**src/rtl/audio_volume.sv**
```systemverilog
// audio_volume: stereo attenuator (2 dB steps, 0..86 dB, mute), 2-cycle latency; optional gain ramping under `ifdef VOLUME_RAMP_EN
// Ports: clk; reset_n (async, active-low); sample_in_valid, sample_in[31:0] = {left, right} signed 16-bit;
//   lch_db, rch_db [5:0] attenuation codes (n -> 2n dB, >43 clamped); is_muted;
//   sample_out_valid (one strobe per frame), sample_out[31:0] (held between strobes).
module audio_volume (
  input  logic        clk,
  input  logic        reset_n,
  input  logic        sample_in_valid,
  input  logic [31:0] sample_in,
  input  logic [5:0]  lch_db,
  input  logic [5:0]  rch_db,
  input  logic        is_muted,
  output logic        sample_out_valid,
  output logic [31:0] sample_out
);
  localparam logic [5:0] MAX_CODE = 6'd43;
  function automatic logic [5:0] clamp(input logic [5:0] c);
    return c > MAX_CODE ? MAX_CODE : c;
  endfunction
  function automatic logic [31:0] scale(input logic [15:0] s, input logic [5:0] a);
    logic [1:0] r;
    logic [15:0] m;
    logic signed [32:0] p;
    r = 2'(a % 6'd3);
    m = r == 2'd0 ? 16'd32768 : r == 2'd1 ? 16'd26029 : 16'd20675;
    p = $signed(s) * $signed({1'b0, m});
    return p[31:0];
  endfunction
  function automatic logic [15:0] shift(input logic [31:0] p, input logic [3:0] q);
    return 16'($signed(p) >>> (5'd15 + 5'(q)));
  endfunction
  logic [5:0] a_l, a_r;
  logic       mute;
`ifdef VOLUME_RAMP_EN
  // Current codes walk one step per accepted frame toward the target; the frame uses the pre-step value.
  logic [5:0] c_l, c_r;
  function automatic logic [5:0] step(input logic [5:0] c, input logic [5:0] t);
    return c < t ? c + 6'd1 : c > t ? c - 6'd1 : c;
  endfunction
  assign a_l = c_l;
  assign a_r = c_r;
  assign mute = is_muted && c_l == MAX_CODE && c_r == MAX_CODE;
  always_ff @(posedge clk or negedge reset_n)
    if (!reset_n) begin
      c_l <= MAX_CODE;
      c_r <= MAX_CODE;
    end else if (sample_in_valid) begin
      c_l <= step(c_l, is_muted ? MAX_CODE : clamp(lch_db));
      c_r <= step(c_r, is_muted ? MAX_CODE : clamp(rch_db));
    end
`else
  assign a_l = clamp(lch_db);
  assign a_r = clamp(rch_db);
  assign mute = is_muted;
`endif
  // Capture stage freezes the frame with its gains and mute on the accept edge.
  logic        v0, m0, v1, m1;
  logic [31:0] d0, p_l, p_r;
  logic [5:0]  a_l0, a_r0;
  logic [3:0]  q_l, q_r;
  always_ff @(posedge clk or negedge reset_n)
    if (!reset_n) begin
      v0 <= 1'b0;
      m0 <= 1'b0;
      d0 <= '0;
      a_l0 <= MAX_CODE;
      a_r0 <= MAX_CODE;
      v1 <= 1'b0;
      m1 <= 1'b0;
      p_l <= '0;
      p_r <= '0;
      q_l <= '0;
      q_r <= '0;
      sample_out_valid <= 1'b0;
      sample_out <= '0;
    end else begin
      v0 <= sample_in_valid;
      if (sample_in_valid) begin
        d0 <= sample_in;
        a_l0 <= a_l;
        a_r0 <= a_r;
        m0 <= mute;
      end
      v1 <= v0;
      if (v0) begin
        p_l <= scale(d0[31:16], a_l0);
        p_r <= scale(d0[15:0], a_r0);
        q_l <= 4'(a_l0 / 6'd3);
        q_r <= 4'(a_r0 / 6'd3);
        m1 <= m0;
      end
      sample_out_valid <= v1;
      if (v1) sample_out <= m1 ? 32'd0 : {shift(p_l, q_l), shift(p_r, q_r)};
    end
endmodule

```
**config.mk**
```make
export PLATFORM = sky130hd
export DESIGN_NAME = audio_volume
export DESIGN_NICKNAME = d
export VERILOG_FILES = /design/src/rtl/audio_volume.sv
export SDC_FILE = /design/constraint.sdc
export NUM_CORES = 1
export LEC_CHECK = 0
export ABC_CLOCK_PERIOD_IN_PS = 10600
export CORE_AREA = 2 2 260 262
export CTS_BUF_LIST = sky130_fd_sc_hd__clkbuf_8
export CTS_CLUSTER_DIAMETER = 60
export DETAILED_ROUTE_END_ITERATION = 12
export DIE_AREA = 0 0 262 264
export PLACE_DENSITY = 0.6
export SETUP_SLACK_MARGIN = 0.05
export SYNTH_ARGS = -nofsm -noshare
export SYNTH_HDL_FRONTEND = slang
export SYNTH_SLANG_ARGS = --single-unit
export TNS_END_PERCENT = 10
```
**constraint.sdc**
```tcl
create_clock -name clk -period 10.6 [get_ports clk]
set_input_delay 1.06 -clock clk [delete_from_list [all_inputs] [get_ports clk]]
set_output_delay 1.06 -clock clk [all_outputs]
set_load 0.01 [all_outputs]
```
==> flow_summary.yaml <==
worst_setup_path:
  worstPathMaxFanout: 32
  arrival_ns: 9.99
  cpPeakStageDelay_ns: 0.59
  cp_common_cell: "inv_1"
  endpoint_kind: "flop"
  worst-r2r-setup-slack_ns: 1.09
  worst-setup-path-type: "flop to flop"
  worstSetupStartpointType: "flop"
  slowest_stage: "dfstp_2"
  required_ns: 11.08
global_routing:
  grt_pass1_wl_um: 91380
  track_usage_pct: 16.84
  grt.overflow.total: 0
  grt_pass1_vias: 17043
  grt_max_degree: 99
  antenna_found_initial: 1
synthesis:
  synthTopCellsByArea: "fa_1 (25%), ha_1 (16%), dfrtp_1 (15%)"
  synth_edf_count: 0
  synth-seq-cells: 147
  yosys_most_used_dff: "dfrtp_1"
  synth_top_cell_by_area: "fa_1"
  synth_most_common_cell: "inv_1"
  synthArstFlopShare_pct: 100.0
  syn_inst: 2393
  syn_area_per_cell_um2: 9.655
  synth_top_area_share_pct: 25.30
  seq_area_frac_synth_pct: 15.97
  synthTopCellsByCount: "inv_1 (519), ha_1 (296), fa_1 (292), nand2_1 (151), dfrtp_1 (139)"
  netlist_area_mm2: 0.02310
  yosysUniqueCellTypes: 86
  yosysWarnings: 0
drt:
  drt-pass1-iter-count: 5
  drtIter0Drc: 1016
  drt_drc_violations_left: 0
  wire_per_inst_um: 16.90
  wirelength_um: 56140
  via_per_inst: 4.980
  via_count: 16537
  drtAntennaViolNets: 0
clock_tree:
  clock-root-buffer: "clkbuf_8"
  cts_resized: 0
  postCtsSetupBuffers: 0
  clkSinkCount: 147
  cts-htree-levels: 4
  cts.hold.buffers_added: 0
  cts_made_buffers: 17
  tritoncts: "built"
  clk_latency_ns: 0.56
  clk_pin_slew_ns: 0.09
  cts.path.max_buffers: 2
timing:
  finalCriticalPeriod_ns: 9.510
  finalSetupTns_ns: 0
  clock_skew_ns: 0.02298
  relSlewSlack_pct: 18.71
  rsz0062_at_grt: "no"
  maxSlewViolCount: 0
  worst-slew-pin-transition_ns: 1.219
  hold_viol_final: 0
  setup_violations: 0
  fmax_ghz: 0.1052
  period_share_pct: 89.72
  fin_hold_ws_ns: 0.5178
placement:
  numPortBuffers: 80
  dp_hpwl_um: 47620
  dpl_cell_area_mm2: 0.02479
  gp_congestion: 0.9076
finish:
  fill_cells: 6618
  drive_above_1_share_pct: 9.240
  stdcell_area_mm2: 0.02520
  finalNetCount: 3069
  syn_to_final_growth_pct: 9.087
floorplan:
  start_util_pct: 34.71
  io_pins: 81
  die_height_um: 264
  rows: 95
  dieArea_mm2: 0.06917
  core_area_mm2: 0.06656
  die_width_um: 262
status:
  status: "completed"
worst_hold_path:
  hold_class: "flop to flop"
flow_run:
  cap_violations: 0
layout by cell type (no fill, tap or decap), drive strengths merged, types with 66 or more instances in the layout:
cell type,n
dfrtp,139
inv,527
nor2,79
and2,86
ha,296
mux2,87
nand2,151
clkdlybuf4s50,78
o21ai,66
a21oi,96
fa,292
cells by family after synthesis:
logic type | after synthesis | share of synthesized area [%]
AO/OA/AOI/OAI | 361 | 10.26
multiplexers | 170 | 10.02
buffers and inverters | 610 | 10.16
adder cells (fa/ha/maj) | 588 | 41.33
flip-flops | 147 | 15.97
AND/OR/NAND/NOR | 457 | 10.00
XOR/XNOR | 58 | 2.231
other | 2 | 0.03251
metrics by stage:
| stage | utilization [%] | cells | setup slack (ns) |
|---|---|---|---|
| after global routing | 37.86 | 3320 | 0.4151 |
| after global placement | 37.25 | 3287 | 1.303 |
| after detailed placement | 37.25 | 3287 | 1.078 |
| after CTS | 37.86 | 3319 | 1.053 |
| after floorplan | - | 2405 | 2.025 |
| final | 37.86 | 3321 | 1.090 |
worst max-delay path, delay by kind of cell, from the launching register on:
| family | cells | cell delay, ns |
|---|---|---|
| compound gates | 7 | 2.14 |
| fa+ha+maj | 9 | 3.79 |
| flops | 1 | 0.59 |
| mux | 2 | 0.85 |
| simple gates | 8 | 1.43 |
| buf+inv | 8 | 0.59 |
state kept, by name, summed over array words and instances (netlist names), 4 cells and up:
signal / flops
a_l0: 6
a_r0: 6
d0: 32
p_l: 29
p_r: 29
q_l: 4
q_r: 4
sample_out: 32
path summary, 6_finish.rpt:
path,endpoint,from,cells past startpoint
max reg2reg,p_r[29]$_DFFE_PN0P_,a_r0[3]$_DFFE_PN1P_,34
max in group asynchronous,v0$_DFF_PN0_,reset_n,2
max,p_r[29]$_DFFE_PN0P_,a_r0[3]$_DFFE_PN1P_,34
min,sample_out[12]$_DFFE_PN0P_,sample_out[12]$_DFFE_PN0P_,1
min reg2reg,sample_out[12]$_DFFE_PN0P_,sample_out[12]$_DFFE_PN0P_,1
min in group asynchronous,p_r[5]$_DFFE_PN0P_,reset_n,1
cell type report:
type	instances	area [um^2]	share of cell area [%]
clock inverters	15	171.4	0.6801
well taps	873	1092	4.334
inverters	521	1956	7.760
repair buffers	98	932.1	3.699
clock buffers	17	234.0	0.9284
multi-input cells	1648	17120	67.93
diodes	2	5.005	0.01986
flip-flops and latches	147	3692	14.65
layer usage:
| metal | part of all wire [%] | vias to the layer above | track usage [%] |
|---|---|---|---|
| met5 | 0 | - | 0 |
| met4 | 1.4 | 0 | 3.833 |
| met3 | 4.4 | 38 | 2.792 |
| met2 | 44 | 315 | 25.38 |
| met1 | 50 | 8269 | 25.14 |
| li1 | - | 7915 | - |
Power is not shown: default switching activity piles up to over one toggle a cycle in this logic, so the estimate is an artifact.
